$ cat config.mk
export PLATFORM = sky130hd
export DESIGN_NAME = dot_product_feeder
export DESIGN_NICKNAME = d
export VERILOG_FILES = /design/src/rtl/dot_product_feeder.sv
export SDC_FILE = /design/constraint.sdc
export NUM_CORES = 1
export LEC_CHECK = 0
export CORE_UTILIZATION = 45
export CTS_CLUSTER_DIAMETER = 60
export CTS_CLUSTER_SIZE = 30
export DETAILED_ROUTE_END_ITERATION = 10
export DONT_BUFFER_PORTS = 1
export PLACE_DENSITY = 0.64
export SLEW_MARGIN = 10
export SYNTH_ARGS = -nofsm -noshare
export SYNTH_HDL_FRONTEND = slang
export SYNTH_SLANG_ARGS = --single-unit
$ cat constraint.sdc
create_clock -name clk -period 4.3 [get_ports clk]
set_input_delay 0.645 -clock clk [delete_from_list [all_inputs] [get_ports clk]]
set_output_delay 0.645 -clock clk [all_outputs]
set_load 0.005 [all_outputs]
$ cat src/rtl/dot_product_feeder.sv
// Serialises a loaded A/B vector pair one element per cycle into a streaming dot-product engine and captures its result.
// Optional drain watchdog enabled by defining FEEDER_TIMEOUT_EN.
module dot_product_feeder #(
    parameter int WIDTH   = 8,
    parameter int N       = 4,
    parameter int TIMEOUT = 16,
    localparam int RW     = 2*WIDTH + $clog2(N)
) (
    input  logic                 clk,
    input  logic                 rst,
    input  logic                 load_valid,
    output logic                 load_ready,
    input  logic [WIDTH*N-1:0]   A_flat,
    input  logic [WIDTH*N-1:0]   B_flat,
    output logic                 out_valid,
    output logic [WIDTH-1:0]     A_out,
    output logic [WIDTH-1:0]     B_out,
    input  logic                 res_valid,
    input  logic [RW-1:0]        res_in,
    output logic [RW-1:0]        result,
    output logic                 done,
    output logic                 timeout_err
);

    localparam int IW = $clog2(N);

    if (N < 2 || TIMEOUT < 1) begin : g_cfg_check
        $error("dot_product_feeder: N must be >= 2 and TIMEOUT >= 1");
    end

    typedef enum logic [1:0] {IDLE, STREAM, DRAIN} state_e;

    state_e               state_q, state_d;
    logic [WIDTH*N-1:0]   a_sr_q, a_sr_d, b_sr_q, b_sr_d;
    logic [IW-1:0]        idx_q, idx_d;
    logic                 out_valid_q, out_valid_d;
    logic [WIDTH-1:0]     a_out_q, a_out_d, b_out_q, b_out_d;
    logic [RW-1:0]        result_q, result_d;
    logic                 done_q, done_d;
`ifdef FEEDER_TIMEOUT_EN
    localparam int CW = $clog2(TIMEOUT + 1);
    logic [CW-1:0]        cnt_q, cnt_d;
    logic                 terr_q, terr_d;
`endif

    always_ff @(posedge clk) begin
        if (rst) begin
            state_q     <= IDLE;
            a_sr_q      <= '0;
            b_sr_q      <= '0;
            idx_q       <= '0;
            out_valid_q <= 1'b0;
            a_out_q     <= '0;
            b_out_q     <= '0;
            result_q    <= '0;
            done_q      <= 1'b0;
`ifdef FEEDER_TIMEOUT_EN
            cnt_q       <= '0;
            terr_q      <= 1'b0;
`endif
        end else begin
            state_q     <= state_d;
            a_sr_q      <= a_sr_d;
            b_sr_q      <= b_sr_d;
            idx_q       <= idx_d;
            out_valid_q <= out_valid_d;
            a_out_q     <= a_out_d;
            b_out_q     <= b_out_d;
            result_q    <= result_d;
            done_q      <= done_d;
`ifdef FEEDER_TIMEOUT_EN
            cnt_q       <= cnt_d;
            terr_q      <= terr_d;
`endif
        end
    end

    always_comb begin
        state_d     = state_q;
        a_sr_d      = a_sr_q;
        b_sr_d      = b_sr_q;
        idx_d       = idx_q;
        out_valid_d = 1'b0;
        a_out_d     = '0;
        b_out_d     = '0;
        result_d    = result_q;
        done_d      = 1'b0;
`ifdef FEEDER_TIMEOUT_EN
        cnt_d       = cnt_q;
        terr_d      = terr_q;
`endif
        case (state_q)
            IDLE: begin
                // Element 0 goes straight to the output; the shifters hold the rest.
                if (load_valid) begin
                    state_d     = STREAM;
                    out_valid_d = 1'b1;
                    a_out_d     = A_flat[WIDTH-1:0];
                    b_out_d     = B_flat[WIDTH-1:0];
                    a_sr_d      = A_flat >> WIDTH;
                    b_sr_d      = B_flat >> WIDTH;
                    idx_d       = '0;
`ifdef FEEDER_TIMEOUT_EN
                    terr_d      = 1'b0;
`endif
                end
            end
            STREAM: begin
                if (idx_q == IW'(N - 1)) begin
                    state_d = DRAIN;
                    idx_d   = '0;
`ifdef FEEDER_TIMEOUT_EN
                    cnt_d   = '0;
`endif
                end else begin
                    out_valid_d = 1'b1;
                    a_out_d     = a_sr_q[WIDTH-1:0];
                    b_out_d     = b_sr_q[WIDTH-1:0];
                    a_sr_d      = a_sr_q >> WIDTH;
                    b_sr_d      = b_sr_q >> WIDTH;
                    idx_d       = idx_q + IW'(1);
                end
            end
            DRAIN: begin
                if (res_valid) begin
                    result_d = res_in;
                    done_d   = 1'b1;
                    state_d  = IDLE;
                end
`ifdef FEEDER_TIMEOUT_EN
                else if (cnt_q == CW'(TIMEOUT - 1)) begin
                    done_d  = 1'b1;
                    terr_d  = 1'b1;
                    state_d = IDLE;
                end else begin
                    cnt_d = cnt_q + CW'(1);
                end
`endif
            end
            default: state_d = IDLE;
        endcase
    end

    assign load_ready = (state_q == IDLE);
    assign out_valid  = out_valid_q;
    assign A_out      = a_out_q;
    assign B_out      = b_out_q;
    assign result     = result_q;
    assign done       = done_q;
`ifdef FEEDER_TIMEOUT_EN
    assign timeout_err = terr_q;
`else
    assign timeout_err = 1'b0;
`endif

endmodule
==> impl_metrics.env <==
export IMPL_grtUsageMet1_pct=22.8
export IMPL_cts_num_sinks=88
export IMPL_tritoncts="done"
export IMPL_grt_first_pass_wirelength_um=10400
export IMPL_cts_root_buf="clkbuf_8"
export IMPL_totalWireLength_um=6870
export IMPL_start_util_pct=46.4
export IMPL_dp_cells=416
export IMPL_synth_top_family_by_area="compound AO/OA/AOI/OAI gates"
export IMPL_p_leak_uw=0.00131
export IMPL_synth_seq_area_share_pct=52.4
export IMPL_antenna_left=0
export IMPL_finalSetupTns_ps=0
export IMPL_slowest_stage="or3b_2"
export IMPL_cts_buffers=9
export IMPL_grt_overflow_total=0
export IMPL_avgSynthCellArea_um2=9.75
export IMPL_core_area_um2=7250
export IMPL_rrSetupSlack_ps=2390
export IMPL_final_nets=415
export IMPL_synth_top_area_share_pct=52.4
export IMPL_synth_fa_ha_area_share_pct=0.372
export IMPL_met2_usage_pct=26.5
export IMPL_worstPathArrival_ps=2150
export IMPL_insertion_delay_ps=360
export IMPL_synth_nets=432
export IMPL_netlist_top_cells_area="dfxtp_1 52%, a21oi_1 7.9%, o221ai_1 6.2%"
export IMPL_num_fill_cells=725
export IMPL_finalWorstPathRequiredPeriod_ps=1910
export IMPL_drt_iter0_drc=120
export IMPL_gp_congestion=0.690
export IMPL_fin_skew_ps=9.59
export IMPL_grtUsageMet3_pct=5.41
export IMPL_ys_ff_latch=88
export IMPL_critPathBufInv=0
export IMPL_area_growth_pct=5.10
export IMPL_synthDistinctLibCells=30
export IMPL_min_period_over_period_pct=44.3
export IMPL_yosys_warnings=0
export IMPL_die_area_um2=7820
export IMPL_hpwl_um=4850
export IMPL_synth_area_um2=3360
export IMPL_rsz0062_at_grt="no"
export IMPL_diodes=0
export IMPL_min_to="result[1]$_SDFFE_PP0P_"
export IMPL_multi_input_area_um2=1280
export IMPL_die_x_um=88.5
export IMPL_ctsResizeCount=0
export IMPL_die_h_um=88.5
export IMPL_cts_htree_levels=3
export IMPL_critical_path_endpoint_type="flop"
export IMPL_rr_worst_depth=4
export IMPL_slew_headroom_pct=38.3
export IMPL_slew_viol_final=0
export IMPL_start_kind="flop"
export IMPL_hold_path_depth=1
export IMPL_drive_gt1_share_pct=13.2
export IMPL_port_buffers=0
export IMPL_drc=0
export IMPL_hp_start="rst"
export IMPL_synthSimpleGateAreaFrac_pct=10.1
export IMPL_rr_startpoint="idx_q[0]$_SDFFE_PP0P_"
export IMPL_grt_max_degree=34
export IMPL_num_vias=2428
export IMPL_register_area_um2=1760
export IMPL_max_cap_viol_count=0
export IMPL_wl_per_cell_um=15.9
export IMPL_worst_slew_pin_slew_ps=922
export IMPL_post_cts_setup_buffers=0
export IMPL_via_per_inst=5.62
export IMPL_ctsHoldBuffers=0
export IMPL_cp_required_ps=4540
export IMPL_hold_violations=0
export IMPL_syn_inst=345
export IMPL_critPathKind="flop to flop"
export IMPL_grt_busiest_layer="met2"
export IMPL_grt_usage_pct=17.6
export IMPL_clk_pin_slew_ps=90
export IMPL_yosysTopAreaCell="dfxtp_1"
export IMPL_synthXorXnorAreaFrac_pct=0
export IMPL_antenna_found_initial=0
export IMPL_ios=124
export IMPL_ir_drop_uv=242
export IMPL_rows=31
export IMPL_fmaxAchievable_mhz=525
export IMPL_crit_path_start="idx_q[0]$_SDFFE_PP0P_"
export IMPL_grt_pass1_vias=2094
export IMPL_max_stage_delay_ps=790
export IMPL_synth_compound_area_share_pct=27.1
export IMPL_critPathTopFamily="simple AND/OR/NAND/NOR gates"
export IMPL_dr_pass1_iters=4
export IMPL_setup_viol=0
export IMPL_cts_path_max_buffers=2
export IMPL_fin_cells=432
export IMPL_critPathMaxFanout=32
export IMPL_crit_chain="ha_1 -> or3b_2 -> o221ai_1 -> a21oi_1"
export IMPL_min_path_type="input pin to flop"
export IMPL_yosys_mux_area_fraction_pct=0.298
export IMPL_outcome="finished clean"
export IMPL_pwr_density_cell_nw_per_um2=468
export IMPL_regToRegEndpoint="b_sr_q[4]$_SDFFE_PP0P_"
[registers in the layout, summed over array words and instances, names as in the netlist]
signal / count
state_q: 2
idx_q: 2
B_out: 8
A_out: 8
b_sr_q: 24
done: 1
out_valid: 1
result: 18
a_sr_q: 24
[final cells by class]
type                    instances  area share [%]
well taps                      99            3.50
clock buffers                   9            3.50
repair buffers                  4           0.850
clock inverters                 7            2.69
flip-flops and latches         88            49.8
multi-input cells             192            36.1
inverters                      33            3.50
[Yosys cell counts (all sizes together)]
master and instances:
a21o 1, a21oi 53, a22oi 17, a32o 16
and3b 1, buf 26, clkbuf 6, conb 1
dfxtp 88, ha 1, inv 33, mux2i 1
nand2 36, nand2b 2, nand3b 1, nor2 22
nor2b 1, nor3b 3, o21bai 1, o221ai 32
or2 1, or3b 2
[report_power, final]
group          internal, µW  leakage [µW]  switching, µW  total [µW]
combinational          57.9      0.000479           82.9         141
sequential              866      0.000722           31.7         898
clock                   328      0.000110            288         616
total                  1250       0.00131            403        1660
[kinds of logic (layout without fill, tap and decap cells)]
logic type,Yosys count,in the layout
DFF,88,88
buffers and inverters,65,53
AOI/OAI and AO/OA,120,120
muxes,1,1
other,1,1
and+or+nand+nor,69,69
adders and majority gates,1,1
[per-layer routing]
metal,vias to the layer above,part of all wire [%]
met5,-,0
met4,0,2.1
met3,13,8.8
met2,102,44
met1,1121,46
li1,1192,-
[placed cells by master, fill, tap and decap left out, types with 2 or more instances in the layout]
| cell | count |
|---|---|
| nand2_1 | 36 |
| o221ai_1 | 24 |
| buf_4 | 4 |
| a22oi_1 | 17 |
| clkbuf_8 | 9 |
| dfxtp_1 | 88 |
| inv_1 | 33 |
| a32o_1 | 6 |
| nor2_1 | 21 |
| clkinv_2 | 2 |
| o221ai_2 | 8 |
| a32o_2 | 10 |
| a21oi_1 | 53 |
| bufinv_16 | 2 |
[worst max path at each step]
stage                                    to  slack, ps  cells after the start
finish               b_sr_q[4]$_SDFFE_PP0P_       2390                      4
global route         a_sr_q[0]$_SDFFE_PP0P_       2300                      3
CTS                 a_sr_q[10]$_SDFFE_PP0P_       2220                      3
detailed placement  a_sr_q[10]$_SDFFE_PP0P_       2230                      3
global placement     b_sr_q[4]$_SDFFE_PP0P_       2270                      3
floorplan            a_sr_q[0]$_SDFFE_PP0P_       2710                      5
[through the flow]
step / cell area (µm²) / hold WS, ps / power (µW) / utilization (%) / setup slack, ps
floorplan: 3360 / 423 / 1040 / - / 2710
global placement: 3320 / 435 / 1060 / 45.7 / 2270
detailed placement: 3320 / 438 / 1060 / 45.7 / 2230
CTS: 3530 / 329 / 1680 / 48.7 / 2220
global route: 3530 / 332 / 1730 / 48.7 / 2300
finish: 3530 / 351 / 1660 / 48.7 / 2390
(Power assumes the default switching activity.)
